<file path="src/rtl/store_buffer_pkg.sv">
// Shared types, default widths and the byte-lane merge helper for the store buffer.
package store_buffer_pkg;

  localparam int unsigned DefAddrWidth = 32;
  localparam int unsigned DefDataWidth = 32;
  localparam int unsigned DefSelWidth  = DefDataWidth / 8;
  localparam int unsigned DefFifoDepth = 4;

  typedef struct packed {
    logic [DefAddrWidth-1:0] addr;
    logic [DefDataWidth-1:0] wdata;
    logic [DefSelWidth-1:0]  sel_byte;
  } stb_entry_t;

  localparam int unsigned EntryWidth = $bits(stb_entry_t);

  typedef enum logic {
    StIdle,
    StWrite
  } stb_state_e;

  // New data wins on every enabled lane; enables accumulate.
  function automatic stb_entry_t merge_entry(stb_entry_t              old_e,
                                             logic [DefDataWidth-1:0] wdata,
                                             logic [DefSelWidth-1:0]  sel);
    stb_entry_t res;
    res = old_e;
    for (int unsigned i = 0; i < DefSelWidth; i++) begin
      if (sel[i]) res.wdata[8*i +: 8] = wdata[8*i +: 8];
    end
    res.sel_byte = old_e.sel_byte | sel;
    return res;
  endfunction

endpackage

</file>
<file path="src/rtl/store_buffer_stb_fifo.sv">
// In-order entry storage for the store buffer: circular pointers, occupancy count,
// and an in-place merge port that updates the youngest entry.
module stb_fifo
  import store_buffer_pkg::*;
#(
  parameter int unsigned Depth = DefFifoDepth
) (
  input  logic                    clk_i,
  input  logic                    rst_ni,
  input  logic                    push_i,
  input  logic [EntryWidth-1:0]   push_entry_i,
  input  logic                    pop_i,
  input  logic                    merge_i,
  input  logic [DefDataWidth-1:0] merge_wdata_i,
  input  logic [DefSelWidth-1:0]  merge_sel_i,
  output logic [EntryWidth-1:0]   head_o,
  output logic [EntryWidth-1:0]   tail_o,
  output logic                    full_o,
  output logic                    empty_o,
  output logic                    single_o
);

  localparam int unsigned PtrW = $clog2(Depth);
  localparam int unsigned CntW = PtrW + 1;

  stb_entry_t      mem_q [Depth];
  logic [PtrW-1:0] wr_ptr_q, wr_ptr_d;
  logic [PtrW-1:0] rd_ptr_q, rd_ptr_d;
  logic [PtrW-1:0] tail_idx;
  logic [CntW-1:0] count_q, count_d;
  logic            do_push, do_pop, do_merge;

  assign full_o   = (count_q == CntW'(Depth));
  assign empty_o  = (count_q == '0);
  assign single_o = (count_q == CntW'(1));

  assign do_push  = push_i & ~full_o;
  assign do_pop   = pop_i & ~empty_o;
  assign do_merge = merge_i & ~empty_o & ~push_i;

  assign tail_idx = wr_ptr_q - PtrW'(1);
  assign head_o   = mem_q[rd_ptr_q];
  assign tail_o   = mem_q[tail_idx];

  // Depth is a power of two, so pointer wrap is plain overflow.
  always_comb begin
    wr_ptr_d = wr_ptr_q;
    rd_ptr_d = rd_ptr_q;
    count_d  = count_q;
    if (do_push) wr_ptr_d = wr_ptr_q + PtrW'(1);
    if (do_pop)  rd_ptr_d = rd_ptr_q + PtrW'(1);
    case ({do_push, do_pop})
      2'b10:   count_d = count_q + CntW'(1);
      2'b01:   count_d = count_q - CntW'(1);
      default: count_d = count_q;
    endcase
  end

  always_ff @(posedge clk_i or negedge rst_ni) begin
    if (!rst_ni) begin
      wr_ptr_q <= '0;
      rd_ptr_q <= '0;
      count_q  <= '0;
      mem_q    <= '{default: '0};
    end else begin
      wr_ptr_q <= wr_ptr_d;
      rd_ptr_q <= rd_ptr_d;
      count_q  <= count_d;
      if (do_push) begin
        mem_q[wr_ptr_q] <= stb_entry_t'(push_entry_i);
      end else if (do_merge) begin
        mem_q[tail_idx] <= merge_entry(mem_q[tail_idx], merge_wdata_i, merge_sel_i);
      end
    end
  end

endmodule

</file>
<file path="src/rtl/store_buffer_top.sv">
// Write-back store buffer between the LSU data port and the dcache.
// Optional store coalescing into the youngest entry: define STB_COALESCE_EN.
module store_buffer_top
  import store_buffer_pkg::*;
#(
  parameter int unsigned ADDR_WIDTH     = DefAddrWidth,
  parameter int unsigned DATA_WIDTH     = DefDataWidth,
  parameter int unsigned BYTE_SEL_WIDTH = DefSelWidth,
  parameter int unsigned FIFO_DEPTH     = DefFifoDepth,
  parameter int unsigned BLEN           = DefFifoDepth
) (
  input  logic                      clk,
  input  logic                      rst_n,
  input  logic [ADDR_WIDTH-1:0]     lsudbus2stb_addr,
  input  logic [DATA_WIDTH-1:0]     lsudbus2stb_wdata,
  input  logic [BYTE_SEL_WIDTH-1:0] lsudbus2stb_sel_byte,
  input  logic                      lsudbus2stb_w_en,
  input  logic                      lsudbus2stb_req,
  input  logic                      dmem_sel_i,
  output logic                      stb2dbuslsu_stall,
  output logic                      stb2dbuslsu_ack,
  output logic [ADDR_WIDTH-1:0]     stb2dcache_addr,
  output logic [DATA_WIDTH-1:0]     stb2dcache_wdata,
  output logic [BYTE_SEL_WIDTH-1:0] stb2dcache_sel_byte,
  output logic                      stb2dcache_w_en,
  output logic                      stb2dcache_req,
  output logic                      stb2dcache_empty,
  output logic                      dmem_sel_o,
  input  logic                      dcache2stb_ack
);

  if (BLEN != FIFO_DEPTH) begin : gen_bad_blen
    $error("BLEN must equal FIFO_DEPTH");
  end
  if (FIFO_DEPTH < 2 || (FIFO_DEPTH & (FIFO_DEPTH - 1)) != 0) begin : gen_bad_depth
    $error("FIFO_DEPTH must be a power of two, at least 2");
  end
  if (ADDR_WIDTH != DefAddrWidth || DATA_WIDTH != DefDataWidth ||
      BYTE_SEL_WIDTH != DefSelWidth) begin : gen_bad_width
    $error("entry widths must match store_buffer_pkg defaults");
  end

  stb_state_e state_q;
  logic       ack_q;
  stb_entry_t push_entry, head, tail;
  logic       full, empty, single;
  logic       store_req, load_req, pass_through;
  logic       merge_hit, push, merge, pop;

  assign store_req    = lsudbus2stb_req & dmem_sel_i & lsudbus2stb_w_en;
  assign load_req     = lsudbus2stb_req & dmem_sel_i & ~lsudbus2stb_w_en;
  // A load only reaches the dcache once every older store has drained.
  assign pass_through = load_req & empty & (state_q == StIdle);

`ifdef STB_COALESCE_EN
  // The head in WRITE is frozen on the bus; merging into it would corrupt the transfer.
  assign merge_hit = store_req & ~empty &
                     (tail.addr[ADDR_WIDTH-1:2] == lsudbus2stb_addr[ADDR_WIDTH-1:2]) &
                     ~((state_q == StWrite) & single);
`else
  logic unused_coalesce;
  assign unused_coalesce = ^{tail, single};
  assign merge_hit = 1'b0;
`endif

  assign push  = store_req & ~full & ~ack_q & ~merge_hit;
  assign merge = merge_hit & ~ack_q;
  assign pop   = (state_q == StWrite) & dcache2stb_ack;

  assign push_entry = '{addr:     lsudbus2stb_addr,
                        wdata:    lsudbus2stb_wdata,
                        sel_byte: lsudbus2stb_sel_byte};

  stb_fifo #(
    .Depth (FIFO_DEPTH)
  ) u_fifo (
    .clk_i         (clk),
    .rst_ni        (rst_n),
    .push_i        (push),
    .push_entry_i  (push_entry),
    .pop_i         (pop),
    .merge_i       (merge),
    .merge_wdata_i (lsudbus2stb_wdata),
    .merge_sel_i   (lsudbus2stb_sel_byte),
    .head_o        (head),
    .tail_o        (tail),
    .full_o        (full),
    .empty_o       (empty),
    .single_o      (single)
  );

  // Leaving WRITE on the ack edge guarantees a req-low cycle between drains.
  always_ff @(posedge clk or negedge rst_n) begin
    if (!rst_n) begin
      state_q <= StIdle;
      ack_q   <= 1'b0;
    end else begin
      ack_q <= push | merge;
      unique case (state_q)
        StIdle:  if (!empty && !pass_through) state_q <= StWrite;
        StWrite: if (dcache2stb_ack)          state_q <= StIdle;
        default:                              state_q <= StIdle;
      endcase
    end
  end

  always_comb begin
    stb2dcache_addr     = '0;
    stb2dcache_wdata    = '0;
    stb2dcache_sel_byte = '0;
    stb2dcache_w_en     = 1'b0;
    stb2dcache_req      = 1'b0;
    if (state_q == StWrite) begin
      stb2dcache_addr     = head.addr;
      stb2dcache_wdata    = head.wdata;
      stb2dcache_sel_byte = head.sel_byte;
      stb2dcache_w_en     = 1'b1;
      stb2dcache_req      = 1'b1;
    end else if (pass_through) begin
      stb2dcache_addr     = lsudbus2stb_addr;
      stb2dcache_sel_byte = lsudbus2stb_sel_byte;
      stb2dcache_req      = 1'b1;
    end
  end

  assign dmem_sel_o        = stb2dcache_req;
  assign stb2dcache_empty  = empty;
  assign stb2dbuslsu_ack   = ack_q | (pass_through & dcache2stb_ack);
  assign stb2dbuslsu_stall = (store_req & full & ~merge_hit) |
                             (load_req & ~(empty & (state_q == StIdle)));

endmodule

</file>
<file path="config.mk">
export PLATFORM = sky130hd
export DESIGN_NAME = store_buffer_top
export DESIGN_NICKNAME = d
export VERILOG_FILES = /design/src/rtl/store_buffer_pkg.sv /design/src/rtl/store_buffer_stb_fifo.sv /design/src/rtl/store_buffer_top.sv
export SDC_FILE = /design/constraint.sdc
export NUM_CORES = 1
export LEC_CHECK = 0
export CELL_PAD_IN_SITES_DETAIL_PLACEMENT = 1
export CELL_PAD_IN_SITES_GLOBAL_PLACEMENT = 1
export CORE_ASPECT_RATIO = 1.75
export CORE_MARGIN = 2
export CORE_UTILIZATION = 30
export DETAILED_ROUTE_END_ITERATION = 8
export PLACE_DENSITY = 0.63
export RECOVER_POWER = 100
export SLEW_MARGIN = 30
export SYNTH_ARGS = -nofsm -noshare
export SYNTH_HDL_FRONTEND = slang
export SYNTH_SLANG_ARGS = --single-unit
</file>
<file path="constraint.sdc">
create_clock -name clk -period 2.1 [get_ports clk]
set_input_delay 0.525 -clock clk [delete_from_list [all_inputs] [get_ports clk]]
set_output_delay 0.525 -clock clk [all_outputs]
set_load 0.02 [all_outputs]
</file>
## After elaboration in Yosys (flattened, before gate mapping)

Cells that the tools add are included.

| word-level totals | value |
|---|---|
| flip-flop bits (word level) | 281 |
| memories | 0 |
| bits in writable memories | 0 |
| latch bits | 0 |
| output and inout bits | 74 |
| input bits | 74 |
| memory bits (read-only) | 0 |
| logic and storage cells | 75 |

| operators by class | value |
|---|---|
| multiplexer cells | 18 |
| shift operators | 0 |
| bitwise logic cells | 24 |
| equality and inequality tests | 3 |
| add/sub/neg operators | 4 |
| reduce and logical (&&, ||, !) cells | 6 |
| $mul | 0 |
| div/mod/pow operators | 0 |
| magnitude comparators | 3 |

Operators with widths:

| kind | number |
|---|---|
| $bwmux 272 | 1 |
| $mux 68 | 3 |
| $bmux 68 s2 | 1 |
| $demux 68 s2 | 1 |
| $mux 32 | 3 |
| $and 1x1->1 | 14 |
| $mux 4 | 2 |
| $ge 3x3->1 const B | 2 |
| $not 1->1 | 6 |
| $not 2->3 | 2 |
| $pmux 3 s2 | 1 |
| $mux 1 | 5 |
| $add 2x1->2 const B | 2 |
| $add 3x1->3 const B | 1 |
| $eq 3x3->1 const B | 1 |
| $logic_not 3->1 | 1 |
| $lt 3x1->1 const B | 1 |
| $sub 3x1->3 const B | 1 |
| $eq 2x1->1 const B | 1 |
| $eq 2x2->1 const B | 1 |
| $logic_and 1x1->1 | 2 |
| $logic_not 1->1 | 2 |
| $or 1x1->1 | 2 |
| $pmux 1 s2 | 1 |
| $reduce_bool 2->1 | 1 |

## Longest topological paths before layout

| depth | value |
|---|---|
| depth in word-level cells | 8 |
| mapped depth | 11 |
| mapped depth without buffers | 9 |

## By module

Synthesis repeated with hierarchy kept, for this count alone.

| unflattened totals | value |
|---|---|
| cell total of the unflattened synthesis | 1610 |
| area total of the unflattened synthesis | 16784.8 um^2 |

Modules (own cells, without submodules):

| module | area an instance (um^2) | seq. area each (um^2) | cells an instance | instances |
|---|---|---|---|---|
| stb_fifo | 15986.6 | 6981.7 | 1510 | 1 |
| store_buffer_top | 798.3 | 50.0 | 100 | 1 |

## Worst setup path after synthesis

Ideal clock, no wire load.

| timing path | value |
|---|---|
| path kind | register to output |
| start point | reg u_fifo.count_q[0] |
| end point | out stb2dcache_addr[10] |
| buffers on the path | 1 |
| cell stages (with the launch flop) | 5 |
| setup slack | -0.402 ns |
| arrival time | 1.977 ns |
| data required time | 1.575 ns |
| cell sequence | dfrtp_1 nor3_1 nor4b_4 buf_2 a21o_1 |

| between the ends | value |
|---|---|
| word-level cells in the longest chain between the ends | 5 |

Ends and longest elaborated chain:

| item | line | text |
|---|---|---|
| from (decl) | store_buffer_stb_fifo.sv:30 | `logic [CntW-1:0] count_q, count_d;` |
| from (signal assigned) | store_buffer_stb_fifo.sv:68 | `count_q <= count_d;` |
| $logic_not 3->1 | store_buffer_stb_fifo.sv:34 | `assign empty_o = (count_q == '0);` |
| named net stb2dcache_empty | store_buffer_top.sv:27 | `output logic stb2dcache_empty,` |
| $and 1x1->1 (2 in a row) | store_buffer_top.sv:53 | `assign pass_through = load_req & empty & (state_q == StIdle);` |
| $mux 32 | store_buffer_top.sv:119 | `end else if (pass_through) begin` |
| $mux 32 | store_buffer_top.sv:113 | `if (state_q == StWrite) begin` |
| to (decl) | store_buffer_top.sv:22 | `output logic [ADDR_WIDTH-1:0] stb2dcache_addr,` |

The timed path passes the listed nets, and every way through them passes these cells.

## Worst setup path in the final report

| timing path | value |
|---|---|
| start point | reg u_fifo.rd_ptr_q[0] |
| end point | out stb2dcache_addr[28] |

| between the ends | value |
|---|---|
| word-level cells in the longest chain between the ends | 5 |

Ends and longest elaborated chain:

| item | line | text |
|---|---|---|
| from (decl) | store_buffer_stb_fifo.sv:28 | `logic [PtrW-1:0] rd_ptr_q, rd_ptr_d;` |
| from (signal assigned) | store_buffer_stb_fifo.sv:67 | `rd_ptr_q <= rd_ptr_d;` |
| $not 2->3 (implied by the code) | store_buffer_stb_fifo.sv:42 | `assign head_o = mem_q[rd_ptr_q];` |
| $bmux 68 s2 | store_buffer_stb_fifo.sv:42 |  |
| $mux 68 (implied by the code) (2 in a row) | store_buffer_stb_fifo.sv:42 |  |
| $mux 32 | store_buffer_top.sv:113 |  |

Every way passes these cells. The select of a mux whose other input is x is not followed.

==> results.tsv <==
stage	metric	value	unit
place	dpl cell area	16100	µm²
power	Pwr per Cell Area	1590	nW/µm²
synthesis	Post-Syn Area	13100	µm²
clock_tree	Clock Path Buffers	3	
synthesis	sequential share of the synthesized area	53.8	%
floorplanning	Rows	101	
power	Pleak	0.00864	µW
sta	relative slew slack	9.33	%
place	GP Congestion	0.712	
clock_tree	TritonCTS clock tree	done	
global_routing	vias in the first global route	9486	
clock_tree	total CTS buffers	29	
floorplanning	Die Wd	162	µm
finish	Syn-to-layout area delta	42.7	%
global_routing	first-pass GRT wire length	55.8	mm
drt	drt drc	0	
finish	filler cell count	4329	
status	status	finished, violations left	
drt	metal3 WL	929	µm
finish	finished layout cell area	18700	µm²
job	Max Cap Viol	0	
finish	Final #Nets	1218	
sta	Period minus WS final	2.76	ns
place	PortBufs	147	
status	violated checks	setup timing	
sta	final hold violations	0	
power	Peak VDD IR	0.000803	V
synthesis	synthesized net count	945	
drt	Vias	8385	
drt	Top Metal Used	met4	
sta	hold slack	0.490	ns
sta	FMAX	363	MHz
min_path	HP Class	reg -> reg	
setup_path	startpoint class of the critical path	register	
global_routing	initial antenna violation count	2	
floorplanning	Core Region	43200	µm²
setup_path	r2r startpoint	u_fifo.count_q[1]$_DFFE_PN0P_	
drt	Vias/cell	4.86	
finish	most common cell after layout, fill and taps aside	dfrtp_1	
synthesis	Seq cells post-synth	281	
global_routing	Total Routing Usage GR	16.0	%
setup_path	Worst EP required	1.57	ns
drt	total wire length	37.9	mm
sta	RSZ-0062 raised after global routing	true	
drt	Final ANT Viol Nets	0	
sta	post-route clock period utilization	131	%
sta	Worst-Margin Slew	1.36	ns
finish	Layout Cells excl Fill	1726	
floorplanning	io pins	148	
synthesis	Synth area leaders	dfrtp_1 54%, mux2_2 17%, mux2_1 6.9%	
clock_tree	H-tree Lvls	1	
synthesis	yosys warns	0	
floorplanning	Initial Util	30.3	%
floorplanning	die area	45300	µm²
synthesis	leading area contributor after synthesis	dfrtp_1	
global_routing	total gr overflow	0	
place	placed cell count	1620	
setup_path	Arr. time, crit path	2.23	ns
clock_tree	clk root buf	clkbuf_16	
global_routing	largest net degree at the start of global routing	54	
sta	Layout Skew	0.00853	ns
synthesis	Netlist cell types	31	
synthesis	syn_area_per_cell	15.1	µm²
setup_path	largest fanout on the critical path	8	
power	Pwr Total	29700	µW
drt	met1 WL	15.0	mm
clock_tree	Worst-Skew Late Latency	0.55	ns
setup_path	Crit Path Class	reg -> out	
drt	met2 wire len	21.3	mm
clock_tree	clock sink total	281	
drt	Pre-antenna DRT Iters	4	
finish	most frequent cells in the layout	277 x dfrtp_1, 151 x mux2_2, 80 x buf_4, 76 x buf_6, 71 x clkdlybuf4s50_1	
drt	per-cell routed wire length	22.0	µm
sta	fin worst setup slack	-0.658	ns
place	post-place setup slack	-1.06	ns
place	DP HPWL	22.7	mm
synthesis	Mapped Cells	865	
min_path	HP Start	u_fifo.mem_q[223]$_DFFE_PN0P_	
synthesis	area share of the largest cell type after synthesis	53.8	%
clock_tree	Worst-path clk slew	0.06	ns
setup_path	crit path from	u_fifo.rd_ptr_q[0]$_DFFE_PN0P_	
sta	max-slew violations	0	
setup_path	endpoint type of the worst setup path	output pin	
finish	fraction of layout cells with a size suffix above 1	56.0	%
sta	setup violators final	319	
floorplanning	Vert. Die Dim	280	µm
drt	Iteration-0 DRC Markers	233	
state kept, by name, indices dropped and copies added, names as in the netlist:
signal           cells
ack_q                1
u_fifo.wr_ptr_q      2
state_q              1
u_fifo.rd_ptr_q      2
u_fifo.mem_q       272
u_fifo.count_q       3
power by group:
part	total, µW	internal (µW)	switching (µW)
combinational	15000	9000	6020
clock	5180	3020	2150
sequential	9460	7990	1480
total	29700	20000	9650
critical path, cell delays in order (launching register included):
cell	delay [ns]
dfrtp_4	0.50
buf_12	0.15
buf_12	0.15
buf_12	0.14
buf_12	0.13
mux2i_2	0.18
o22ai_2	0.11
a21o_4	0.19
buf_6	0.12
final timing paths:
check                      depth (start not counted)                            end  slack, ns
setup / recovery                                   8            stb2dcache_addr[28]      -0.66
hold / removal                                     1  u_fifo.mem_q[223]$_DFFE_PN0P_       0.49
setup reg to reg                                  11  u_fifo.count_q[2]$_DFFE_PN0P_      -0.30
hold reg to reg                                    1  u_fifo.mem_q[223]$_DFFE_PN0P_       0.49
max in group asynchronous                          3  u_fifo.mem_q[206]$_DFFE_PN0P_       0.16
min in group asynchronous                          2  u_fifo.mem_q[192]$_DFFE_PN0P_       0.82
routing by layer:
| metal | GRT usage (%) | vias to the layer above |
|---|---|---|
| li1 | - | 3738 |
| met1 | 18.3 | 4479 |
| met2 | 31.4 | 129 |
| met3 | 1.57 | 39 |
| met4 | 4.20 | 0 |
| met5 | 0 | - |
Yosys cell counts, drive strengths merged:
cell type  count
dfrtp        281
mux2         273
mux2i         73
buf           47
a21o          38
o22ai         36
and2          33
mux4          32
clkbuf        14
inv            6
ha             5
nand3          4
nand2          3
xnor2          3
xor2           3
nor2           2
nor3           2
a211oi         1
a21oi          1
and4b          1
fa             1
nand2b         1
nor4           1
nor4b          1
o311a          1
or2            1
or3b           1
final cells by class:
type / count / area [µm²] / area share, %
Antenna cell: 1 / 2.50 / 0.0134
Sequential cell: 281 / 7040 / 37.7
Clock buffer: 42 / 845 / 4.53
Timing Repair Buffer: 303 / 3490 / 18.7
Inverter: 6 / 22.5 / 0.121
Tap cell: 566 / 708 / 3.80
Multi-Input combinational cell: 517 / 6440 / 34.5
Clock inverter: 10 / 106 / 0.570
cells by family after synthesis:
family | after synthesis | share of synthesized area [%]
mux | 378 | 34.6
compound gates | 77 | 4.08
fa+ha+maj | 6 | 0.632
flops | 281 | 53.8
xor+xnor | 6 | 0.402
buf+inv | 67 | 3.64
simple gates | 50 | 2.83
metrics by stage:
| step | utilization [%] | setup TNS, ns |
|---|---|---|
| 2_1_floorplan | - | -1.67 |
| 3_3_place_gp | 37.4 | -136.08 |
| 3_5_place_dp | 37.4 | -137.61 |
| 4_1_cts | 41.4 | -44.60 |
| 5_1_grt | 43.2 | -80.82 |
| 6_report | 43.2 | -50.13 |
repair_timing:
action | in CTS | in global routing
setup buffers | 28 | 22
gates resized for setup | 475 | 150
hold endpoints to repair | 38 | 0
cloned | 7 | 9
pin swaps | 41 | 34
endpoints found under the setup margin | 78 | 101
hold buffers | 1 | 0
Power figures use the tool's default switching activity.
==> patch, RTL diff (config.mk and constraints unchanged) <==
Add a define of `STB_COALESCE_EN`.
--- a/src/rtl/store_buffer_top.sv
+++ b/src/rtl/store_buffer_top.sv
@@ -1,5 +1,7 @@
 // Write-back store buffer between the LSU data port and the dcache.
 // Optional store coalescing into the youngest entry: define STB_COALESCE_EN.
+`define STB_COALESCE_EN
+
 module store_buffer_top
   import store_buffer_pkg::*;
 #(
Check against the original RTL: same outputs for any inputs over 4 cycles, from zero or initial values and one cycle with rst_n low; that may be too few to reach the edited logic, so the function may still have changed.
==> patch against the unedited design <==
- the flow still finishes with violations (negative setup slack)
- worst setup slack got worse by 1.7 ns
- power increased by 61%
- combinational power increased by 120%
- synthesized area increased by 32%
- sequential cell count unchanged
- sequential power increased by 5.3%
- routed wire length increased by 140%
- cell area increased by 49%
- synthesized cell count increased by 73%
- critical path type unchanged
==> patch: results (changes against the unedited design) <==
power_leakage_nw: 12.9  # +49%
finalSetupViolCount: 352  # +10%
reg2reg_depth: 16  # +5
slowest_delay_ns: 0.48  # -0.02 ns
fillCellCount: 5970  # +38%
synth_cell_types: 54  # +74%
fin_nets: 2201  # +81%
arrival_ns: 3.91  # +1.68 ns
slew_headroom: 0.222  # +0.129
dp_slack_ns: -2.68  # -1.62 ns
violations: "negative setup slack"
grt_antenna_before_repair: 0  # -2
n_antenna_cell: 0  # -1
hold_slack_ns: 0.519  # +0.0293 ns
setup_slack_ns: -2.33  # -1.67 ns
fin_cells: 2902  # +68%
crit_family: "simple AND/OR/NAND/NOR gates"
synthTopCellsByCount: "dfrtp_1, mux4_2, clkbuf_1"
path_max_fanout: 6  # -2
grt_start_max_net_pins: 62  # +15%
ir_drop_mv: 0.917  # +14%
gp_congestion: 0.874  # +23%
post_cts_buffers: 90  # +220%
syn_area_per_cell_um2: 11.6  # -24%
grt.total_usage: 0.299  # +0.139
synth.area.top_cells: "dfrtp_1, mux4_2, a221o_1"
status: "finished, violations left"
grt_pass1_vias: 20200  # +110%
clk_latency_ns: 0.58  # +0.03 ns
-- patch: kinds of logic (layout without fill, tap and decap cells) --
group,count (synthesis),in the layout,synth area share
AOI/OAI and AO/OA,510,511,0.230
xor gates and xnor gates,33,33,0.0167
adders and majority gates,11,11,0.00795
buffers and inverters,190,827,0.0458
DFF,281,281,0.406
muxes,185,185,0.203
and+or+nand+nor,287,287,0.0906
-- patch: path summary, 6_finish.rpt --
path                                     from                 to
min in group asynchronous               rst_n   u_fifo.mem_q[96]
max in group asynchronous               rst_n  u_fifo.mem_q[264]
min                         u_fifo.mem_q[250]  u_fifo.mem_q[250]
min reg2reg                 u_fifo.mem_q[250]  u_fifo.mem_q[250]
max                        u_fifo.wr_ptr_q[0]  stb2dbuslsu_stall
max reg2reg                u_fifo.wr_ptr_q[0]   u_fifo.mem_q[89]
-- patch: layout make-up --
cell class	instances	area [um2]	area share
Multi-Input combinational cell	1027	10800	0.390
Timing Repair Buffer	757	7940	0.286
Sequential cell	281	7050	0.254
Tap cell	767	960	0.0345
Clock buffer	41	851	0.0306
Inverter	20	92.6	0.00333
Clock inverter	9	78.8	0.00284
-- patch: power breakdown --
part	switching (W)	total [W]	internal [W]	leakage (nW)
Combinational	0.0150	0.0323	0.0173	8.87
Sequential	0.00199	0.00996	0.00797	3.53
Clock	0.00245	0.00538	0.00293	0.463
Total	0.0195	0.0476	0.0282	12.9
-- patch: routing by layer --
| layer | routed length, um | global-route usage | up-vias |
|---|---|---|---|
| met2 | 46800 | 0.523 | 925 |
| met4 | 7710 | 0.237 | 0 |
| met3 | 5510 | 0.0404 | 374 |
| li1 | - | - | 7205 |
| met5 | 0 | 0 | - |
| met1 | 32000 | 0.320 | 9446 |
